--- src/rtl/mstr_seq_pkg.sv ---
// Shared definitions for the master sequencer and its per-rail power-good monitors:
// monitor state encodings, fault codes and default timing constants.
package mstr_seq_pkg;

  // Per-rail monitor states; the numeric values are visible on the debug port.
  typedef enum logic [2:0] {
    RPG_OFF       = 3'd0,
    RPG_RAMP_UP   = 3'd1,
    RPG_ON        = 3'd2,
    RPG_RAMP_DOWN = 3'd3,
    RPG_FAULT     = 3'd4
  } rpg_state_e;

  // Fault codes reported alongside the latched active-low fault.
  localparam logic [1:0] FC_NONE     = 2'b00;
  localparam logic [1:0] FC_ON_TMO   = 2'b01;
  localparam logic [1:0] FC_PG_LOST  = 2'b10;
  localparam logic [1:0] FC_PG_STUCK = 2'b11;

  // Default timing in 1 ms ticks, shared with the sequencer's delay values.
  localparam int unsigned DEF_DEBOUNCE_MS       = 32'd2;
  localparam int unsigned DEF_PG_ON_TIMEOUT_MS  = 32'd20;
  localparam int unsigned DEF_PG_OFF_TIMEOUT_MS = 32'd150;

  // Saturating 16-bit increment used by the state timer.
  function automatic logic [15:0] sat_inc16(input logic [15:0] val, input logic inc);
    if (inc && (val != 16'hFFFF)) begin
      return val + 16'd1;
    end else begin
      return val;
    end
  endfunction

endpackage

--- src/rtl/pg_debounce.sv ---
// Two-flop synchroniser plus tick-based debounce filter for a raw regulator PG.
// The filtered value flips only after the synced value has disagreed with it
// for DEBOUNCE_MS consecutive 1 ms ticks; DEBOUNCE_MS = 0 passes the synced value.
module pg_debounce
  import mstr_seq_pkg::*;
#(
  parameter int unsigned DEBOUNCE_MS = DEF_DEBOUNCE_MS
) (
  input  logic iClk,
  input  logic iRst_n,
  input  logic tick_i,
  input  logic pg_raw_i,
  output logic pg_filt_o
);

  localparam logic [7:0] DEB_LIM = 8'(DEBOUNCE_MS);

  logic       sync1_q;
  logic       sync2_q;
  logic       filt_q;
  logic       filt_d;
  logic [7:0] cnt_q;
  logic [7:0] cnt_d;

  // Debounce next-state: count ticks of disagreement, flip on reaching the limit.
  always_comb begin
    filt_d = filt_q;
    cnt_d  = cnt_q;
    if (sync2_q == filt_q) begin
      cnt_d = 8'd0;
    end else if (tick_i) begin
      if ((cnt_q + 8'd1) >= DEB_LIM) begin
        filt_d = sync2_q;
        cnt_d  = 8'd0;
      end else begin
        cnt_d = cnt_q + 8'd1;
      end
    end else begin
      cnt_d = cnt_q;
    end
  end

  // Synchroniser and debounce state registers.
  always_ff @(posedge iClk or negedge iRst_n) begin
    if (!iRst_n) begin
      sync1_q <= 1'b0;
      sync2_q <= 1'b0;
      filt_q  <= 1'b0;
      cnt_q   <= 8'd0;
    end else begin
      sync1_q <= pg_raw_i;
      sync2_q <= sync1_q;
      filt_q  <= filt_d;
      cnt_q   <= cnt_d;
    end
  end

  assign pg_filt_o = (DEBOUNCE_MS == 32'd0) ? sync2_q : filt_q;

endmodule

--- src/rtl/rail_pwrgd_monitor.sv ---
// Per-rail power-good supervisor on the responder side of the sequencer's
// enable/PG handshake. Qualifies the regulator PG, enforces on/off windows and
// latches a coded fault that only clears while the rail is disabled.
module rail_pwrgd_monitor
  import mstr_seq_pkg::*;
#(
  parameter int unsigned DEBOUNCE_MS       = DEF_DEBOUNCE_MS,
  parameter int unsigned PG_ON_TIMEOUT_MS  = DEF_PG_ON_TIMEOUT_MS,
  parameter int unsigned PG_OFF_TIMEOUT_MS = DEF_PG_OFF_TIMEOUT_MS
) (
  input  logic       iClk,
  input  logic       iRst_n,
  input  logic       iTick_1ms,
  input  logic       iRail_EN,
  input  logic       iPWRGD_raw,
  input  logic       iFault_Clear,
  output logic       oPWRGD,
  output logic       oFault_N,
  output logic [1:0] oFault_Code,
  output logic [2:0] oDBG_State
);

  localparam logic [15:0] ON_TMO_LIM  = 16'(PG_ON_TIMEOUT_MS);
  localparam logic [15:0] OFF_TMO_LIM = 16'(PG_OFF_TIMEOUT_MS);

  rpg_state_e  state_q;
  logic [15:0] timer_q;
  logic        pwrgd_q;
  logic        fault_n_q;
  logic [1:0]  code_q;
  logic        pg_filt;
  logic        on_tmo;
  logic        off_tmo;

  pg_debounce #(
    .DEBOUNCE_MS (DEBOUNCE_MS)
  ) u_pg_debounce (
    .iClk      (iClk),
    .iRst_n    (iRst_n),
    .tick_i    (iTick_1ms),
    .pg_raw_i  (iPWRGD_raw),
    .pg_filt_o (pg_filt)
  );

  // Window expiry flags, evaluated against the registered timer every cycle.
  always_comb begin
    on_tmo  = (timer_q >= ON_TMO_LIM);
    off_tmo = (timer_q >= OFF_TMO_LIM);
  end

  // Rail FSM with its timer and registered handshake outputs. Any state change
  // zeroes the timer, which also swallows a tick landing on that same edge.
  always_ff @(posedge iClk or negedge iRst_n) begin
    if (!iRst_n) begin
      state_q   <= RPG_OFF;
      timer_q   <= 16'd0;
      pwrgd_q   <= 1'b0;
      fault_n_q <= 1'b1;
      code_q    <= FC_NONE;
    end else begin
      timer_q <= sat_inc16(timer_q, iTick_1ms);
      case (state_q)
        RPG_OFF: begin
          if (iRail_EN) begin
            state_q <= RPG_RAMP_UP;
            timer_q <= 16'd0;
          end else if (pg_filt) begin
            state_q   <= RPG_FAULT;
            timer_q   <= 16'd0;
            fault_n_q <= 1'b0;
            code_q    <= FC_PG_STUCK;
          end
        end
        RPG_RAMP_UP: begin
          // Disable wins over a coincident on-timeout.
          if (!iRail_EN) begin
            state_q <= RPG_RAMP_DOWN;
            timer_q <= 16'd0;
          end else if (pg_filt) begin
            state_q <= RPG_ON;
            timer_q <= 16'd0;
            pwrgd_q <= 1'b1;
          end else if (on_tmo) begin
            state_q   <= RPG_FAULT;
            timer_q   <= 16'd0;
            fault_n_q <= 1'b0;
            code_q    <= FC_ON_TMO;
          end
        end
        RPG_ON: begin
          // Disable wins over a coincident PG loss, so no fault is raised.
          if (!iRail_EN) begin
            state_q <= RPG_RAMP_DOWN;
            timer_q <= 16'd0;
            pwrgd_q <= 1'b0;
          end else if (!pg_filt) begin
            state_q   <= RPG_FAULT;
            timer_q   <= 16'd0;
            pwrgd_q   <= 1'b0;
            fault_n_q <= 1'b0;
            code_q    <= FC_PG_LOST;
          end
        end
        RPG_RAMP_DOWN: begin
          // Re-enable is ignored until the rail has reached OFF.
          if (!pg_filt) begin
            state_q <= RPG_OFF;
            timer_q <= 16'd0;
          end else if (off_tmo) begin
            state_q   <= RPG_FAULT;
            timer_q   <= 16'd0;
            fault_n_q <= 1'b0;
            code_q    <= FC_PG_STUCK;
          end
        end
        RPG_FAULT: begin
          // Clearing with the rail still enabled is refused to prevent auto-restart.
          if (iFault_Clear && !iRail_EN) begin
            state_q   <= RPG_OFF;
            timer_q   <= 16'd0;
            fault_n_q <= 1'b1;
            code_q    <= FC_NONE;
          end
        end
        default: begin
          state_q   <= RPG_OFF;
          timer_q   <= 16'd0;
          pwrgd_q   <= 1'b0;
          fault_n_q <= 1'b1;
          code_q    <= FC_NONE;
        end
      endcase
    end
  end

  assign oPWRGD      = pwrgd_q;
  assign oFault_N    = fault_n_q;
  assign oFault_Code = code_q;
  assign oDBG_State  = state_q;

endmodule

--- config.mk ---
export PLATFORM = sky130hd
export DESIGN_NAME = rail_pwrgd_monitor
export DESIGN_NICKNAME = d
export VERILOG_FILES = /design/src/rtl/mstr_seq_pkg.sv /design/src/rtl/pg_debounce.sv /design/src/rtl/rail_pwrgd_monitor.sv
export SDC_FILE = /design/constraint.sdc
export NUM_CORES = 1
export LEC_CHECK = 0
export ABC_AREA = 1
export CORE_UTILIZATION = 45
export DETAILED_ROUTE_END_ITERATION = 8
export PLACE_DENSITY = 0.69
export SLEW_MARGIN = 20
export SYNTH_ARGS = -nofsm -noshare
export SYNTH_HDL_FRONTEND = slang
export SYNTH_SLANG_ARGS = --single-unit
--- constraint.sdc ---
create_clock -name iClk -period 3.3 [get_ports iClk]
set_input_delay 0.495 -clock iClk [delete_from_list [all_inputs] [get_ports iClk]]
set_output_delay 0.495 -clock iClk [all_outputs]
set_load 0.1 [all_outputs]
==> run metrics, run 1 <==
status=completed; Post-CTS Repair Setup Buffers=0; CP peak stage delay=1.13 ns; Netlist cell types=32; Root Buffer=clkbuf_8; core area=4755 um^2; Max VDD drop=0.0003682 V; Hold WC Path Type=flop to flop; commonest non-fill, non-tap cells in the layout=89 x nand2_1, 47 x nor2_1, 37 x inv_1, 33 x dfrtp_1, 25 x nand3_1; post-layout min period=2.270 ns; clock skew=0.006381 ns; CP max-delay cell=clkdlybuf4s50_1; Max-cap violations=0; fin. max-slew vios=0; P_leak=0.001214 uW; Seq. cell area=852.1 um^2; die span in x=72.47 um; initial antenna violation count=0; RSZ-0062 raised after global routing=no; CTS tree=yes; # diodes=0; PD cells=843.2 nW/um^2; setup_tns=0 ns; DRC Markers=0; I/O pin count=13; Synthesized Nets=324; CTS Buf Count=5; wire per inst=11.09 um; FFs w/ async S/R, synth=100.0%; period utilization=68.79%; synthesis-to-finish area growth=11.59%; vias in the first global route=1,668; RePlAce Congestion=0.8478; DP Wirelength=3.144 mm; worst skew pair latency=0.29 ns; Mapped Area=2235 um^2; Gate Count Post-Synth=314; DR vias=1,929; Starting Density=47.00%; area of the multi-input gates=1164 um^2; # resized after CTS=0; Crit Path Category=flop to output pin; Die Y=72.47 um; Starting DRT DRC Count=194; crit path capture type=output pin; Critical Path Fanout Max=2; WP data arrival=1.78 ns; cell family with most CP delay=buffers and inverters; count of flip-flops with a built-in enable after synthesis=0; H-Tree Depth=2; num rows=25; Hold Buf Count CTS=0; pin count of the biggest net entering global routing=35; Rel. slew slack=35.78%; fillers=489; CP bufs+invs=1; grt ovf=0; clock slew at reported path FFs=0.07 ns; Final ANT Viol Nets=0; Ys Warns=0; most common cell after layout, fill and taps aside=nand2_1; worst endpoint required time=2.80 ns; Clock Path Buffers=2; Yosys reg bits=34; WL final=4.381 mm; Slew @ Worst Pin=0.9603 ns; Layout Nets=337; final non-filler cell total=395; clk sinks=34; register area share after synthesis=38.13%; fraction of layout cells with a size suffix above 1=12.50%; Vias/cell=4.884; final setup vio count=0; final core occ=52.45%; DR pass1 iterations=5; die area=5252 um^2; first-pass GRT wire length=7.445 mm; Startpoint Class=flop; Port Buf Inserts=12; Placed Instances=387; total track usage=18.42%; final-report hold violation count=0; top_reg_cell synth=dfrtp_1; Mean Syn Cell Area=7.117 um^2; crit-path cells=clkdlybuf4s50_1; Max Clock Freq=0.4405 GHz
==> registers in the layout (all words and copies together) (netlist names) <==
signal and flops:
u_pg_debounce.sync1_q 1, u_pg_debounce.sync2_q 1, timer_q 16, oDBG_State 3, oPWRGD 1, oFault_Code 2, oFault_N 1, u_pg_debounce.cnt_q 8
u_pg_debounce.pg_filt_o 1
==> per-stage QoR <==
stage / hold slack, ns / setup WS [ns] / total power, uW / instance area [um^2]
global route: 0.3888 / 0.9866 / 2259 / 2494
detailed placement: 0.3531 / 0.9775 / 1707 / 2377
global placement: 0.3509 / 1.041 / 1694 / 2377
CTS: 0.3702 / 1.016 / 2122 / 2494
finish: 0.3626 / 1.030 / 2103 / 2494
floorplan: 0.1994 / 1.120 / 1531 / 2235
==> worst paths after layout <==
check	start	to	slack, ns	cells past startpoint
setup / recovery	oPWRGD	oPWRGD	1.03	1
hold / removal	u_pg_debounce.sync1_q	u_pg_debounce.sync2_q	0.36	0
setup reg to reg	oDBG_State[0]	timer_q[12]	1.57	7
hold reg to reg	u_pg_debounce.sync1_q	u_pg_debounce.sync2_q	0.36	0
max in group asynchronous	iRst_n	oFault_N	2.35	2
min in group asynchronous	iRst_n	u_pg_debounce.cnt_q[2]	0.62	2
==> kinds of logic after synthesis <==
logic type	after synthesis	synth area share [%]
adder cells (fa/ha/maj)	4	2.240
XOR/XNOR	13	5.095
buffers and inverters	49	9.798
AO/OA/AOI/OAI	17	4.032
AND/OR/NAND/NOR	197	40.71
flip-flops	34	38.13
==> area by class of cell <==
cell class                 instances  area share, %
inverter                          42          6.422
clock inverter                     1          1.204
sequential                        34          34.17
multi-input combinational        231          46.66
timing repair buffer              13          4.717
clock buffer                       7          3.462
tap                               67          3.362
==> power by group <==
group,total (uW),internal [uW],switching [uW],leakage (uW)
combinational,1030,289,744,0.000705
sequential,664,523,141,0.000451
clock,406,246,159,0.0000585
total,2100,1060,1040,0.00121
==> metal layers <==
layer / track usage, % / wire length (um) / up-vias
met4: 8.497 / 75 / 0
met2: 30.11 / 2050 / 40
met1: 23.47 / 2088 / 879
li1: - / - / 1003
met3: 3.611 / 166 / 7
met5: 0 / 0 / -
==> Yosys cell counts, types with 2 or more instances <==
cell,count,share of area (%)
nand2_1,89,15
nor2_1,47,7.9
inv_1,37,6.2
dfrtp_1,33,37
nand3_1,25,5.6
nor2_2,13,3.6
nand4_1,11,3.1
o21ai_0,11,2.5
xor2_1,11,4.3
ha_1,4,2.2
inv_2,4,0.67
nor2_4,4,2.0
a21oi_1,3,0.67
buf_4,2,0.67
nand2_2,2,0.56
xnor2_1,2,0.78
Note: power is estimated with default switching activity, not from simulation.
==> run 2, diff against run 1 <==
==> constraint.sdc (replaced) <==
create_clock -name iClk -period 2.3 [get_ports iClk]
set_input_delay 0.345 -clock iClk [delete_from_list [all_inputs] [get_ports iClk]]
set_output_delay 0.345 -clock iClk [all_outputs]
set_load 0.1 [all_outputs]
==> run 2 against run 1 <==
Compared with the run above: clock skew down 0.0021 ns; sequential power rose by 43%; total power increased by 37%; sequential share of layout area rose by 0.47 points; largest power group unchanged; worst hold slack barely moved; via count fell by 1.0%; register-to-register slack got worse by 0.92 ns; count of clock-buffer cells in the layout fell by 1; routed wire length decreased by 0.30%; global-route usage up 0.49 points; non-clock buffer count increased by 1.
==> run metrics, run 2 (synthesis gave the netlist of run 1 again) <==
status=completed; period utilization=76.22%; CTS Buf Count=5; Starting Density=47.00%; crit path capture type=flop; Crit Path Category=input pin to flop; commonest non-fill, non-tap cells in the layout=89 x nand2_1, 47 x nor2_1, 37 x inv_1, 33 x dfrtp_1, 25 x nand3_1; WL final=4.368 mm; final setup vio count=0; Die Y=72.47 um; vias in the first global route=1,706; DR pass1 iterations=4; Hold WC Path Type=flop to flop; Final ANT Viol Nets=0; WP data arrival=1.92 ns; die span in x=72.47 um; Vias/cell=4.821; Reg with most FFs=timer_q; RePlAce Congestion=0.8586; fraction of layout cells with a size suffix above 1=13.68%; synthesis-to-finish area growth=10.08%; worst endpoint required time=2.47 ns; clk sinks=34; I/O pin count=13; die area=5252 um^2; P_leak=0.001209 uW; wire per inst=11.03 um; DP Wirelength=3.174 mm; Clock Path Buffers=2; DR vias=1,909; Final Total Pwr=2877 uW; Post-CTS Repair Setup Buffers=0; Root Buffer=clkbuf_8; RSZ-0062 raised after global routing=no; flip-flop count of the largest register after layout=16; Slew @ Worst Pin=0.4446 ns; fillers=495; fin. max-slew vios=0; initial antenna violation count=0; total track usage=18.91%; post-layout min period=1.753 ns; num rows=25; CTS tree=yes; Max VDD drop=0.0005587 V; grt ovf=0; DRC Markers=0; Hold Buf Count CTS=0; final-report hold violation count=0; core area=4755 um^2; Max Clock Freq=0.5704 GHz; most common cell after layout, fill and taps aside=nand2_1; clock skew=0.004314 ns; Startpoint Class=input pin; Max-cap violations=0; # diodes=0; Port Buf Inserts=12; # resized after CTS=0; Rel. slew slack=70.36%; Layout Nets=338; PD cells=1170 nW/um^2; setup_tns=0 ns; Critical Path Fanout Max=15; first-pass GRT wire length=7.645 mm; Starting DRT DRC Count=158; clock slew at reported path FFs=0.07 ns; pin count of the biggest net entering global routing=35; worst skew pair latency=0.29 ns; H-Tree Depth=2
-- run 2: metal layers --
| layer | vias up | part of all wire (%) | GRT usage, % |
|---|---|---|---|
| li1 | 1007 | - | - |
| met1 | 856 | 49 | 24.13 |
| met2 | 37 | 46 | 29.91 |
| met3 | 9 | 3.9 | 4.861 |
| met4 | 0 | 1.7 | 8.932 |
| met5 | - | 0 | 0 |
-- run 2: path summary, 6_finish.rpt --
kind                                        from                      to  slack (ns)  cells past startpoint
max                                     iRail_EN             timer_q[12]        0.55                     10
min                        u_pg_debounce.sync1_q   u_pg_debounce.sync2_q        0.36                      0
max reg2reg                        oDBG_State[2]             timer_q[12]        0.65                      8
min reg2reg                u_pg_debounce.sync1_q   u_pg_debounce.sync2_q        0.36                      0
max in group asynchronous                 iRst_n                oFault_N        1.49                      2
min in group asynchronous                 iRst_n  u_pg_debounce.cnt_q[4]        0.47                      2
-- run 2: metrics by stage --
stage	area, um^2	setup slack [ns]	utilization [%]	instances	hold slack [ns]
6_report	2460	0.5470	51.74	396	0.3626
5_1_grt	2460	0.4251	51.74	396	0.3860
4_1_cts	2460	0.5771	51.74	396	0.3713
3_5_place_dp	2377	0.2659	50.00	388	0.3544
3_3_place_gp	2377	0.3443	50.00	388	0.3510
2_1_floorplan	2235	0.1204	-	314	0.04941
-- run 2: cell type report --
cell class | instances | area, um^2 | area share (%)
Multi-Input combinational cell | 231 | 1164 | 47.30
Sequential cell | 34 | 852.1 | 34.64
Inverter | 42 | 160.2 | 6.511
Timing Repair Buffer | 14 | 117.6 | 4.781
Tap cell | 67 | 83.83 | 3.408
Clock buffer | 6 | 72.57 | 2.950
Clock inverter | 2 | 10.01 | 0.4069
-- run 2: worst max-delay path: stages --
cell and delay (ns):
clkdlybuf4s50_1 0.53, inv_1 0.14, nand2_1 0.06, nand3_1 0.11, nand2_1 0.07, nor2_1 0.13
nand2_1 0.10, nor2_4 0.08, buf_4 0.26, nor2_1 0.09
-- run 2: power by group --
| part | total, uW | switching [uW] | internal (uW) |
|---|---|---|---|
| combinational | 1500 | 1080 | 420 |
| clock | 429 | 219 | 210 |
| sequential | 951 | 201 | 751 |
